## config.mk

```make
export PLATFORM = sky130hd
export DESIGN_NAME = clk_div_bank
export DESIGN_NICKNAME = d
export VERILOG_FILES = /design/src/rtl/clk_div_bank.sv
export SDC_FILE = /design/constraint.sdc
export NUM_CORES = 1
export LEC_CHECK = 0
export ABC_AREA = 0
export CAP_MARGIN = 10
export CELL_PAD_IN_SITES_DETAIL_PLACEMENT = 0
export CELL_PAD_IN_SITES_GLOBAL_PLACEMENT = 1
export CORE_MARGIN = 5
export CORE_UTILIZATION = 49
export DETAILED_ROUTE_END_ITERATION = 12
export PLACE_DENSITY_LB_ADDON = 0.1
export SETUP_SLACK_MARGIN = 0.05
export SLEW_MARGIN = 20
export SYNTH_ARGS = -nofsm -noshare
export SYNTH_HDL_FRONTEND = slang
export SYNTH_SLANG_ARGS = --single-unit
```

## constraint.sdc

```tcl
create_clock -name clk -period 2.9 [get_ports clk]
set_clock_uncertainty 0.15 [all_clocks]
set_input_delay 0.58 -clock clk [delete_from_list [all_inputs] [get_ports clk]]
set_output_delay 0.58 -clock clk [all_outputs]
set_load 0.1 [all_outputs]
```

## src/rtl/clk_div_bank.sv

```systemverilog
// clk_div_bank: multi-channel programmable clock-enable generator.
// Each channel toggles slow_clk every div+1 cycles and pulses tick on each rise.
// Divisors are changed through a shared valid/ready config port. A new divisor
// takes effect on the target channel's next toggle edge, or on the next edge if
// that channel is disabled, so the channel never sees a shortened half period.
// Optional feature macro: CLK_DIV_SYNC_EN adds the sync_restart input, which
// phase-aligns all enabled channels.
module clk_div_bank #(
    parameter int CHANNELS    = 4,
    parameter int DIV_WIDTH   = 20,
    parameter int DEFAULT_DIV = 1_000_000,
    localparam int CW = ($clog2(CHANNELS) > 1) ? $clog2(CHANNELS) : 1
) (
    input  logic                 clk,
    input  logic                 rst_n,
    input  logic [CHANNELS-1:0]  en,
    input  logic                 cfg_valid,
    output logic                 cfg_ready,
    input  logic [CW-1:0]        cfg_chan,
    input  logic [DIV_WIDTH-1:0] cfg_div,
`ifdef CLK_DIV_SYNC_EN
    input  logic                 sync_restart,
`endif
    output logic                 cfg_err,
    output logic [CHANNELS-1:0]  slow_clk,
    output logic [CHANNELS-1:0]  tick
);

    localparam logic [DIV_WIDTH-1:0] DEF_DIV = DIV_WIDTH'(DEFAULT_DIV);
    localparam logic [CW:0]          NUM_CH  = (CW+1)'(CHANNELS);

    typedef enum logic {IDLE, PENDING} state_t;

    state_t                             state;
    state_t                             state_next;
    logic [CHANNELS-1:0][DIV_WIDTH-1:0] cnt;
    logic [CHANNELS-1:0][DIV_WIDTH-1:0] div;
    logic [CW-1:0]                      pend_chan;
    logic [DIV_WIDTH-1:0]               pend_div;
    logic                               accept;
    logic                               bad_chan;
    logic                               apply;
    logic [CHANNELS-1:0]                at_div;
    logic                               restart;

`ifdef CLK_DIV_SYNC_EN
    assign restart = sync_restart;
`else
    assign restart = 1'b0;
`endif

    assign cfg_ready = (state == IDLE);

    // Flag every channel whose counter has reached its divisor (its toggle edge when enabled).
    always_comb begin
        at_div = '0;
        for (int i = 0; i < CHANNELS; i++) begin
            at_div[i] = (cnt[i] == div[i]);
        end
    end

    // Config FSM decode: accept or reject requests in IDLE, release the pending divisor at a safe edge.
    always_comb begin
        state_next = state;
        accept     = 1'b0;
        bad_chan   = 1'b0;
        apply      = 1'b0;
        case (state)
            IDLE: begin
                if (cfg_valid) begin
                    if ({1'b0, cfg_chan} >= NUM_CH) begin
                        bad_chan = 1'b1;
                    end else begin
                        accept     = 1'b1;
                        state_next = PENDING;
                    end
                end
            end
            PENDING: begin
                // The old-divisor toggle still completes on this edge; the new value governs the next half.
                if (!en[pend_chan] || at_div[pend_chan]) begin
                    apply      = 1'b1;
                    state_next = IDLE;
                end
            end
            default: state_next = IDLE;
        endcase
    end

    // Config FSM state, the latched request and the error pulse.
    always_ff @(posedge clk or negedge rst_n) begin
        if (!rst_n) begin
            state     <= IDLE;
            cfg_err   <= 1'b0;
            pend_chan <= '0;
            pend_div  <= '0;
        end else begin
            state   <= state_next;
            cfg_err <= bad_chan;
            if (accept) begin
                pend_chan <= cfg_chan;
                pend_div  <= cfg_div;
            end
        end
    end

    // Per-channel divisor registers, written only when a pending request is applied.
    always_ff @(posedge clk or negedge rst_n) begin
        if (!rst_n) begin
            div <= {CHANNELS{DEF_DIV}};
        end else if (apply) begin
            div[pend_chan] <= pend_div;
        end
    end

    // Channel counters: a disabled channel clears, then restart, then normal counting toward div.
    always_ff @(posedge clk or negedge rst_n) begin
        if (!rst_n) begin
            cnt      <= '0;
            slow_clk <= '0;
            tick     <= '0;
        end else begin
            for (int i = 0; i < CHANNELS; i++) begin
                if (!en[i] || restart) begin
                    cnt[i]      <= '0;
                    slow_clk[i] <= 1'b0;
                    tick[i]     <= 1'b0;
                end else if (at_div[i]) begin
                    cnt[i]      <= '0;
                    slow_clk[i] <= ~slow_clk[i];
                    tick[i]     <= ~slow_clk[i];
                end else begin
                    cnt[i]      <= cnt[i] + 1'b1;
                    tick[i]     <= 1'b0;
                end
            end
        end
    end

endmodule

```

Word level (Yosys, flattened, before mapping)
Index checks and enable logic that the tools add are counted.

Bits in registers: 191. Input bits: 29. Output and inout port bits: 10.

Add/sub/neg operators: 4. Magnitude comparators: 2. Equality and inequality tests: 8. Muxes and demuxes: 37. Bitwise logic cells: 5. Reductions and logical operators: 3.

Operators by type and width (number): 2-to-1 mux 20 bit (9); adder 20 x 1 -> 20 bit, second input constant (4); bitwise mux 80 bit (1); == test 20 bit (4); demux 20 bit (select 2 bit) (1); 2-to-1 mux 1 bit (23); != test 2 x 1 -> 1 bit, second input constant (4); NOT 1 bit (5); binary-select mux 1 bit (select 2 bit) (2); less-than comparator 2 x 3 -> 1 bit, second input constant (1); greater-or-equal comparator 2 x 1 -> 1 bit, second input constant (1); one-hot mux 1 bit (2 select lines) (1); logical AND 1 bit (1); logical NOT 1 bit (1); logical OR 1 bit (1).

Logic depth before layout (Yosys ltp)
Gate-level depths: netlist (run 1).

Depth after elaboration: 6. Gate-level depth with buffers: 9.

Worst setup path after synthesis (run 1)
No wires, ideal clock.

Kind: register to register. Start: register state. End: register div[48] (netlist bit). Setup time: 0.125 ns. Data arrival time: 2.158 ns. Slack: 0.467 ns. Stages on the path, launching flop included: 6. Period minus slack after synthesis: 2.433 ns. Cell sequence: dfrtp_1 > inv_1 > or3_2 > a21oi_4 > buf_12 > mux2_4.

Word-level cells in the longest chain between the ends: 1.

RTL lines: from (decl) (line 34) `state_t state;`; from (signal assigned) (line 98) `state <= state_next;`; 2-to-1 mux 1 bit (line 68) `case (state)`; to (signal assigned) (line 110) `div <= {CHANNELS{DEF_DIV}};`; to (signal, indexed assignment) (line 112) `div[pend_chan] <= pend_div;`; to (decl) (line 37) `logic [CHANNELS-1:0][DIV_WIDTH-1:0] div;`.

Every way passes these cells. A chain may end at the register's enable or synchronous reset.

Worst setup path in the final report (run 1)
Start: register cnt[52] (netlist bit). End: register div[35] (netlist bit).

Word-level cells in the longest chain between the ends: 6.

RTL lines: from (decl) (line 36) `logic [CHANNELS-1:0][DIV_WIDTH-1:0] cnt;`; from (signal, indexed assignment) (line 133) `cnt[i] <= cnt[i] + 1'b1;`; == test 20 bit (line 58) `at_div[i] = (cnt[i] == div[i]);`; binary-select mux 1 bit (select 2 bit) (line 81) `if (!en[pend_chan] || at_div[pend_chan]) begin`; 2-to-1 mux 1 bit (not written as such) (line 81); logical OR 1 bit (line 81); 2-to-1 mux 1 bit (line 81); 2-to-1 mux 1 bit (line 68).

Every way passes these cells. The select of a mux whose other input is x is not followed.

==> results by group, run 1 <==
Finish
  – Diode count: 0
  – Commonest non-fill, non-tap cell in the layout: dfrtp_1
  – Fillers: ~1500
  – Synth-to-Final Area Change: 13.3%
  – Proportion of layout cells with a drive suffix above 1: about 22%
  – Area of the multi-input gates: roughly 0.0041 sq mm
  – Commonest cells after routing, fill and taps aside: 163 x dfrtp_1, 109 x xor2_1, 91 x nor2_1, 70 x nand2_1, 69 x mux2_2
  – Register Area: approximately 0.0048 sq mm
  – Nets: about 900
  – Final instance area: around 0.01 sq mm

Clock tree
  – Clk buf depth: 2
  – Post-CTS resize count: 0
  – Clock tree root buffer cell: clkbuf_16
  – TritonCTS clock tree: built
  – Htree depth: 4
  – Post-CTS Setup Inserts: 0
  – Num CTS Buffers: 17
  – Worst-skew pair later-pin latency: between 0.4 and 0.5 ns
  – Clk sinks: 191
  – CTS Hold Bufs: 0
  – CTS clk-pin slew, worst paths: around 0.070 ns

Global routing
  – Vias in the first global route: roughly 6000
  – GR Util met3: roughly 3.7%
  – Largest net degree at the start of global routing: 70
  – Gr busiest metal: met2
  – Total GRT Usage: between 20% and 30%
  – Global-route wire length before repair: approximately 34 mm
  – Met1 track utilization from global routing: a little under 30%
  – Grt total ovfl: 0
  – Met2 usage: 32.2%
  – Initial antenna violation count: 1

Die
  – Die Y: between 100 and 150 um
  – Die outline area: 0.0213 sq mm
  – Top-Level Pins: 39
  – Initial Util: about 50%
  – Chip width: about 150 um
  – Core area: 0.0181 sq mm
  – Cell Rows: 49

Run
  – Max-cap violations: 0

Timing
  – Setup-failing EPs final: 0
  – Slew headroom: ~44%
  – Fmax: ~0.38 GHz
  – Hold Violations, Final: 0
  – RSZ-0062 raised after global routing: no
  – Final period utilization: 90.9%
  – Final TNS setup: 0 ns
  – Max-slew violations: 0
  – Least-Margin Pin Slew: 0.832 ns
  – Min cycle time layout: between 2 and 3 ns

Yosys
  – Post-synth EDFFs: 0
  – Most common flop cell mapped by yosys: dfrtp_1
  – Simple-Gate Fraction of Synth Area: between 10 and 15%
  – Unique masters post-synth: 44
  – Synth Area in Adders: less than 1%
  – Syn Nets: approximately 840
  – Synth Area in Compound Gates: around 4.3%
  – Largest family of logic cells by synthesized area: XOR/XNOR gates
  – Seq cells post-synth: 191
  – Synth top area share: approximately 45%
  – Sequential share of the synthesized area: between 50% and 60%
  – Post-synth ARST share: 100%
  – Largest area contributor in the netlist: dfrtp_1
  – Synth area leaders: dfrtp_1 45%, xor2_1 11%, mux2_2 8.6%
  – Post-Synthesis Cells: 805
  – Xor-xnor portion of the synthesized cell area: about 15%
  – Post-Syn Area: 0.00907 sq mm
  – Mux cell area share after synthesis: about a tenth
  – Syn avg cell area: 11.3 sq um
  – Ys Warns: 0

Pwr
  – P_leak: roughly 4.4 nW
  – Pwr/cell area: ~850 mW/mm^2
  – Peak VDD IR: slightly above 0.7 mV

Detailed routing
  – Drt total wl: between 20 and 25 mm
  – Vias: a little under 6000
  – Avg Vias per Cell: about 5.5
  – DR iter-0 viols: 352
  – Pre-antenna DRT Iters: 5
  – DR WL/cell: 19.3 um
  – DR DRC count: 0
  – Antenna Nets Post-Route: 0

Critical path
  – WP data required: between 3 and 4 ns
  – Worst r2r dst: div[35]
  – R2r startpoint: cnt[52]
  – Worst Path Max Fanout: 22
  – Critical Path Source Type: flip-flop
  – Worst r2r path cells: 6
  – Crit Path Category: flip-flop to flip-flop
  – Flop-to-flop setup slack: around 0.26 ns
  – CP arrival: around 2.8 ns
  – CP Capture Type: flip-flop

Placed design
  – DP Area: about 0.0097 sq mm
  – Placer Congestion: around 0.84
  – Hpwl dp: 14.5 mm
  – Buffers on Ports: 37

Outcome
  – Status: finished clean

Worst hold path
  – Worst Hold Class: primary input to async pin
synth_stat cells, drive strengths merged, types with 3 or more instances:
master / count
mux2: 79
nand3: 30
buf: 9
nand4: 28
nor4: 15
and4: 5
or2: 3
ha: 4
and3: 11
or3: 3
xor2: 109
clkbuf: 24
and2: 7
nand2: 70
inv: 6
nor3: 9
nor3b: 5
o21ai: 26
nor2: 91
a21oi: 3
dfrtp: 163
xnor2: 45
a31o: 22
dfstp: 28
logic make-up after synthesis:
| group | after synthesis |
|---|---|
| AND/OR/NAND/NOR | 280 |
| flip-flops | 191 |
| XOR/XNOR | 154 |
| multiplexers | 80 |
| AO/OA/AOI/OAI | 56 |
| buffers and inverters | 39 |
| adder cells (fa/ha/maj) | 4 |
| other | 1 |
registers in the layout, indices dropped and copies added (netlist names):
signal and count:
cnt 80, div 80, pend_div 20, slow_clk 4, tick 4, pend_chan 2, state 1
stage by stage:
step                      hold WS [ns]  total power, W  worst slack (ns)  cells  util [%]
after floorplan                  0.134         0.00561             0.467    805         -
after global placement           0.314         0.00635             0.291   1051      53.6
after detailed placement         0.330         0.00642             0.280   1051      53.6
after CTS                       0.0167         0.00879             0.264   1083      56.8
after global routing            0.0393         0.00920             0.114   1083      56.8
final                          0.00477         0.00872             0.265   1083      56.8
final cells by class:
class / count / share of cell area (%)
multi-input cells: 575 / 39.7
inverters: 6 / 0.219
well taps: 229 / 2.79
repair buffers: 50 / 4.73
clock inverters: 13 / 1.33
flip-flops and latches: 191 / 46.8
clock buffers: 19 / 4.41
worst max path at each step:
stage	start	endpoint	slack (ns)	depth (start not counted)
2_1_floorplan	state	div[48]	0.47	5
3_3_place_gp	cnt[57]	div[35]	0.29	6
3_5_place_dp	cnt[52]	div[35]	0.28	6
4_1_cts	cnt[52]	div[35]	0.26	6
5_1_grt	cnt[66]	div[22]	0.11	6
6_report	cnt[52]	div[35]	0.26	6
power breakdown:
part	internal [W]	switching, W	total [W]	leakage (nW)
combinational	0.00115	0.000913	0.00207	1.78
clock	0.00132	0.00102	0.00233	0.282
sequential	0.00346	0.000861	0.00432	2.38
total	0.00593	0.00279	0.00872	4.44
worst max-delay path, cell delays in order (launching register included):
cell and delay [ns]:
dfrtp_1 0.44, xor2_1 0.16, nor4_1 0.31, nand3_1 0.17, or4_1 0.51, o211a_1 0.41
a31o_2 0.37
per-layer routing:
layer / vias to the layer above / wire length (um)
met1: 3014 / 10100
met5: - / 0
met2: 95 / 10000
li1: 2829 / -
met4: 0 / 132
met3: 8 / 689
Power figures use the tool's default switching activity.
==> run 2, diff against run 1 <==
Settings changed: CTS_CLUSTER_SIZE set to 25.
==> results of run 2 <==
Final layout, timing and power as in run 1 (identical DEF).
